$ cat config.mk
export PLATFORM = sky130hd
export DESIGN_NAME = data_memo_arbiter
export DESIGN_NICKNAME = d
export VERILOG_FILES = /design/src/rtl/data_memo_arbiter.sv
export SDC_FILE = /design/constraint.sdc
export NUM_CORES = 1
export LEC_CHECK = 0
export ABC_CLOCK_PERIOD_IN_PS = 3670
export CORE_ASPECT_RATIO = 1.2
export CORE_MARGIN = 2
export CORE_UTILIZATION = 43
export DETAILED_ROUTE_END_ITERATION = 7
export GPL_ROUTABILITY_DRIVEN = 1
export PLACE_DENSITY = 0.83
export SYNTH_ARGS = -nofsm -noshare
export SYNTH_HDL_FRONTEND = slang
export SYNTH_SLANG_ARGS = --single-unit
$ cat constraint.sdc
create_clock -name clk -period 3.67 [get_ports clk]
set_clock_uncertainty 0.2 [all_clocks]
set_input_delay 0.367 -clock clk [delete_from_list [all_inputs] [get_ports clk]]
set_output_delay 0.367 -clock clk [all_outputs]
set_load 0.02 [all_outputs]
$ cat src/rtl/data_memo_arbiter.sv
// Two-port round-robin arbiter and sequencer for the data memory.
// Port A is the core load/store stage, port B the debug/DMA port. Each
// granted request gets one memory access cycle and then one response pulse.

package data_memo_pkg;
  typedef logic [31:0] bus_type;
  typedef enum logic {ST_IDLE, ST_ACCESS} state_e;
  typedef enum logic {PORT_A = 1'b0, PORT_B = 1'b1} port_e;
endpackage

module data_memo_arbiter
  import data_memo_pkg::*;
#(
  parameter int unsigned DEPTH          = 32,
  parameter bit          START_PRIORITY = 1'b0
) (
  input  logic    clk,
  input  logic    rst_n,
  input  logic    req_a,
  input  logic    req_b,
  input  logic    we_a,
  input  logic    we_b,
  input  bus_type addr_a,
  input  bus_type addr_b,
  input  bus_type wdata_a,
  input  bus_type wdata_b,
  output logic    gnt_a,
  output logic    gnt_b,
  output logic    resp_valid_a,
  output logic    resp_valid_b,
  output bus_type resp_rdata_a,
  output bus_type resp_rdata_b,
  output logic    resp_err_a,
  output logic    resp_err_b,
  output bus_type mem_address,
  output bus_type mem_input_data,
  output logic    mem_enable_read,
  output logic    mem_enable_write,
  input  bus_type mem_read_data
);

  localparam port_e START_PORT = port_e'(START_PRIORITY);

  state_e  state_q, state_d;
  port_e   prio_q, prio_d;

  // Latched copy of the granted request; the requester may change its
  // inputs once the grant has been seen.
  port_e   port_q;
  logic    we_q;
  logic    err_q;
  bus_type addr_q;
  bus_type wdata_q;

  logic    resp_valid_a_q, resp_valid_b_q;
  logic    resp_err_a_q, resp_err_b_q;
  bus_type resp_rdata_a_q, resp_rdata_b_q;

  port_e   sel;
  logic    take;
  logic    sel_we;
  bus_type sel_addr;
  bus_type sel_wdata;
  logic    in_access;
  bus_type access_rdata;

  // Port selection, grant and next-state logic.
  always_comb begin
    // NOTE: every signal written here gets a default first, so no path
    // through the case/if tree can leave a value held (no latch).
    state_d = state_q;
    prio_d  = prio_q;
    sel     = PORT_A;
    take    = 1'b0;
    gnt_a   = 1'b0;
    gnt_b   = 1'b0;
    case (state_q)
      ST_IDLE: begin
        // Grants are suppressed while reset is held so gnt reads 0 then.
        if (rst_n && (req_a || req_b)) begin
          take = 1'b1;
          if (req_a && req_b) sel = prio_q;
          else if (req_b)     sel = PORT_B;
          else                sel = PORT_A;
          gnt_a   = (sel == PORT_A);
          gnt_b   = (sel == PORT_B);
          prio_d  = (sel == PORT_A) ? PORT_B : PORT_A;
          state_d = ST_ACCESS;
        end
      end
      ST_ACCESS: state_d = ST_IDLE;
      default:   state_d = ST_IDLE;
    endcase
  end

  // Request fields of the selected port.
  always_comb begin
    sel_we    = (sel == PORT_B) ? we_b    : we_a;
    sel_addr  = (sel == PORT_B) ? addr_b  : addr_a;
    sel_wdata = (sel == PORT_B) ? wdata_b : wdata_a;
  end

  // State and priority pointer registers.
  always_ff @(posedge clk or negedge rst_n) begin
    if (!rst_n) begin
      state_q <= ST_IDLE;
      prio_q  <= START_PORT;
    end else begin
      // NOTE: registers take non-blocking assignments so every block
      // samples pre-edge values regardless of evaluation order.
      state_q <= state_d;
      prio_q  <= prio_d;
    end
  end

  // Capture the granted request; the range check uses the full bus width.
  always_ff @(posedge clk or negedge rst_n) begin
    if (!rst_n) begin
      // NOTE: the latched datapath is reset as well so a reset mid-access
      // leaves no stale address or data behind for the next access.
      port_q  <= PORT_A;
      we_q    <= 1'b0;
      err_q   <= 1'b0;
      addr_q  <= '0;
      wdata_q <= '0;
    end else if (take) begin
      port_q  <= sel;
      we_q    <= sel_we;
      err_q   <= (sel_addr >= bus_type'(DEPTH));
      addr_q  <= sel_addr;
      wdata_q <= sel_wdata;
    end
  end

  // Memory drive: active only in ACCESS, enables masked by the range error.
  always_comb begin
    in_access        = (state_q == ST_ACCESS);
    mem_address      = in_access ? addr_q  : '0;
    mem_input_data   = in_access ? wdata_q : '0;
    mem_enable_write = in_access && !err_q &&  we_q;
    mem_enable_read  = in_access && !err_q && !we_q;
    access_rdata     = (!we_q && !err_q) ? mem_read_data : '0;
  end

  // One-cycle response pulse to the port that owned the access.
  always_ff @(posedge clk or negedge rst_n) begin
    if (!rst_n) begin
      resp_valid_a_q <= 1'b0;
      resp_valid_b_q <= 1'b0;
      resp_err_a_q   <= 1'b0;
      resp_err_b_q   <= 1'b0;
      resp_rdata_a_q <= '0;
      resp_rdata_b_q <= '0;
    end else begin
      resp_valid_a_q <= 1'b0;
      resp_valid_b_q <= 1'b0;
      resp_err_a_q   <= 1'b0;
      resp_err_b_q   <= 1'b0;
      resp_rdata_a_q <= '0;
      resp_rdata_b_q <= '0;
      if (state_q == ST_ACCESS) begin
        if (port_q == PORT_A) begin
          resp_valid_a_q <= 1'b1;
          resp_err_a_q   <= err_q;
          resp_rdata_a_q <= access_rdata;
        end else begin
          resp_valid_b_q <= 1'b1;
          resp_err_b_q   <= err_q;
          resp_rdata_b_q <= access_rdata;
        end
      end
    end
  end

  assign resp_valid_a = resp_valid_a_q;
  assign resp_valid_b = resp_valid_b_q;
  assign resp_err_a   = resp_err_a_q;
  assign resp_err_b   = resp_err_b_q;
  assign resp_rdata_a = resp_rdata_a_q;
  assign resp_rdata_b = resp_rdata_b_q;

endmodule

# ---- Word level (Yosys, flattened, before mapping)
# Index checks and enable logic that the tools add are counted.
dict set report totals {
  out_inout_bits 136
  regBits 137
  input_bits 166
  word_cells 56
}
dict set report op_classes {
  n_reduce_logical 10
  muxes 30
  n_bitwise 2
  magnitude_cmp 1
}
# op count
set ops {}
lappend ops {{$mux 32} 9}
lappend ops {{$ge 32x6->1 const B} 1}
lappend ops {{$mux 1} 20}
lappend ops {{$logic_and 1x1->1} 6}
lappend ops {{$logic_not 1->1} 2}
lappend ops {{$not 1->1} 2}
lappend ops {{$pmux 1 s2} 1}
lappend ops {{$reduce_and 2->1} 1}
lappend ops {{$logic_or 1x1->1} 1}

# ---- Logic depth before layout (Yosys ltp)
dict set report logic_depth {
  depth_word 8
  ltp_mapped 8
}

# ---- Worst setup path before layout
# Ideal clock, no wire load.
dict set report synth_timing {
  kind {flip-flop to output port}
  startpoint {reg state_q (netlist: in_access)}
  endpoint {out gnt_a}
  arrival_ns 1.362
  path_slack_ns 1.741
  required_time_ns 3.103
  path_stages_with_launch 4
  n_path_buf 1
  cell_sequence {dfrtp_1 nand2b_4 a211oi_2 clkbuf_1}
}
dict set report synth_between {
  elab_chain_len 1
}
# item line
set synth_lines {}
lappend synth_lines {{start: declaration} 44} ;# state_e state_q, state_d;
lappend synth_lines {{start signal: assignment} 111} ;# state_q <= state_d;
lappend synth_lines {{$mux 1} 77} ;# case (state_q)
lappend synth_lines {{end: declaration} 27} ;# output logic gnt_a,
# No other way between the ends.

# ---- Final worst setup path
dict set report layout_timing {
  startpoint {reg state_q (netlist: in_access)}
  endpoint {out gnt_b}
}
dict set report layout_between {
  elab_chain_len 1
}
# item line
set layout_lines {}
lappend layout_lines {{$mux 1} 77}
lappend layout_lines {{end: declaration} 28} ;# output logic gnt_b,
# No other way between the ends.

==> impl_metrics.yaml <==
run_status:
  status: "complete, no violations"
setup_path:
  path_max_fanout: 24
  cp-endpoint: "gnt_b"
  r2r-end: "wdata_q[22]"
  ff2ff_path_depth: 6
  cp-start-kind: "flop"
  critPathKind: "reg2out"
  ff2ff_setup_slack_ns: 1.12
  worstReg2RegStart: "in_access"
  critPathCaptureType: "output port"
  worstPathArrival_ns: 2.33
  required_ns: 3.10
  startpoint: "in_access"
floorplanning:
  die_h_um: 132
  start_util_pct: 44.2
  core_area_mm2: 0.0133
  dieWidth_um: 111
  rows: 46
  die_area_mm2: 0.0146
  pin_count: 302
clocking:
  cts_setup_buffers: 0
  root_buffer: "clkbuf_16"
  cts_resized: 0
  insertion_delay_ns: 0.41
  clkTransAtPathRegs_ns: 0.06
  cts.htree.levels: 4
  cts_buffers: 17
  cts_buffer_depth: 2
  numClockSinks: 137
  cts_tree: "yes"
power:
  clkPwrFrac_pct: 38.8
  powerDensity_mw_per_mm2: 440
  swShare_pct: 29.0
  vdd_drop_max_mv: 0.317
  switchingPower_uw: 1230
  seq_power_share_pct: 41.4
  p_leak_uw: 0.00416
  p_int_uw: 3000
  power_frac_comb_pct: 19.9
logic_synthesis:
  synth_fp_nets: 762
  ys_ff_latch: 137
  ys_seq_area_share_pct: 58.4
  synth-edff-count: 0
  avgSynthCellArea_um2: 9.85
  ys_types: 31
  syn-cell-area_mm2: 0.00587
  async_reset_ff_share_pct: 100
  ys_warn_count: 0
  synth_ff_type: "dfrtp_1"
  synthCells: 596
route:
  vias: 5422
  ant_nets: 0
  via_per_inst: 5.07
  wl_per_cell_um: 17.2
  postRouteWirelength_mm: 18.4
  drtIter0Drc: 297
  dr.pass1.iters: 6
  drc: 0
grt:
  grt_antenna_before_repair: 0
  grt_pass1_wl_mm: 29.4
  grt_overflow: 0
  globalRouteTotalUtil_pct: 25.6
  grt_pass1_vias: 5601
  grt_max_degree: 80
placed_design:
  place_area_mm2: 0.00901
  hpwl_mm: 13.6
  place_congestion: 0.890
  portBuffers: 301
timing:
  finalHoldViolCount: 0
  rsz0062_at_grt: "false"
  tns_ns: 0
  fin_crit_ns: 2.90
  slew_headroom_pct: 34.3
  final.period_utilization_pct: 79.0
  worst_pin_slew_ns: 0.986
  max_freq_ghz: 0.345
  finalSetupViolations: 0
  drv_slew: 0
finish:
  nets: 1054
  diodes: 0
  layout-drive-gt1-share_pct: 6.88
  fill_cells: 935
  final_area_mm2: 0.00960
  area_growth_pct: 63.4
min_path:
  hold_path.class: "reg2reg"
run:
  maxCapViolCount: 0
## registers in the layout (all words and copies together), names as in the netlist
register / count
wdata_q: 32
resp_rdata_a: 32
port_q: 1
resp_valid_a: 1
resp_err_a: 1
resp_valid_b: 1
resp_rdata_b: 32
in_access: 1
prio_q: 1
resp_err_b: 1
err_q: 1
addr_q: 32
we_q: 1
## worst max-delay path: stages (launching register included)
cell	delay (ns)
dfrtp_2	0.55
nand2b_4	0.21
or3b_2	0.50
clkinv_4	0.07
clkdlybuf4s50_1	0.60
## worst min-delay path by stage
| stage | start | to | slack, ns | cells past startpoint |
|---|---|---|---|---|
| after floorplan | rst_n | addr_q[0] | -0.13 | 0 |
| after global placement | wdata_q[15] | wdata_q[15] | 0.25 | 2 |
| after detailed placement | wdata_q[3] | wdata_q[3] | 0.25 | 2 |
| after CTS | wdata_q[16] | wdata_q[16] | 0.26 | 2 |
| after global routing | wdata_q[3] | wdata_q[3] | 0.29 | 2 |
| final | wdata_q[3] | wdata_q[3] | 0.26 | 2 |
## per-layer routing
metal  track usage [%]  part of all wire, %
met1              30.5                   39
met2              44.1                   51
met3              5.89                  7.0
met4              11.5                  3.5
met5                 0                    0
## cell usage in the layout, fill, tap and decap left out, types with 2 or more instances in the layout
cell type / Yosys / layout
a22oi_1: 14 / 14
a31oi_1: 41 / 41
a31oi_2: 10 / 10
and2_1: 130 / 130
buf_4: 1 / 10
clkbuf_16: 0 / 17
clkdlybuf4s50_1: 0 / 300
clkinv_4: 1 / 4
clkinv_8: 0 / 2
clkinvlp_4: 0 / 2
dfrtp_1: 137 / 136
inv_6: 0 / 4
inv_8: 0 / 4
nand2_1: 133 / 133
nand3_1: 3 / 3
nor2_1: 56 / 56
nor2b_1: 2 / 2
nor3_1: 2 / 2
nor3b_2: 0 / 2
nor4_1: 10 / 10
## cells in the mapped netlist, types with 2 or more instances
master    number  area, µm²
nand2_1      133        499
a31oi_1       41        257
nor4_1        10       62.6
nor3_1         2       10.0
buf_6          4       45.0
clkbuf_1      24       90.1
nor2_1        56        210
a22oi_1       14        105
a31oi_2       10        125
and2_1       130        813
dfrtp_1      137       3430
nor2b_1        2       12.5
nor3b_1        3       22.5
nand3_1        3       15.0
buf_2         11       55.1
## stage by stage
step / util, % / worst slack (ns) / instances / hold slack (ns) / total power [µW]
after floorplan: - / 1.74 / 596 / -0.129 / 2140
after global placement: 67.7 / 0.983 / 1036 / 0.245 / 2590
after detailed placement: 67.7 / 0.878 / 1036 / 0.249 / 2620
after CTS: 72.2 / 0.744 / 1069 / 0.262 / 4260
after global routing: 72.2 / 0.668 / 1069 / 0.294 / 4430
final: 72.2 / 0.770 / 1069 / 0.257 / 4230
## area by class of cell
class | count | area [µm²] | area share, %
Timing Repair Buffer | 313 | 3120 | 32.5
Inverter | 3 | 17.5 | 0.183
Sequential cell | 137 | 3430 | 35.7
Clock buffer | 17 | 425 | 4.43
Multi-Input combinational cell | 416 | 2240 | 23.4
Clock inverter | 15 | 154 | 1.60
Tap cell | 168 | 210 | 2.19
## power groups by stage
stage,sequential [µW],combinational [µW],clock [µW]
floorplan,1760,383,0
global placement,1770,824,0
detailed placement,1770,842,0
CTS,1750,848,1670
global route,1770,910,1750
finish,1750,839,1640
## logic make-up after synthesis
family          synth area share (%)
compound gates                  9.01
simple gates                    29.0
flops                           58.4
buf+inv                         3.64
## repair_timing
action	CTS	global route
hold endpoints to repair	58	0
endpoints found under the setup margin	0	0
hold buffers	1	0
Note: power is estimated with default switching activity, not from simulation.
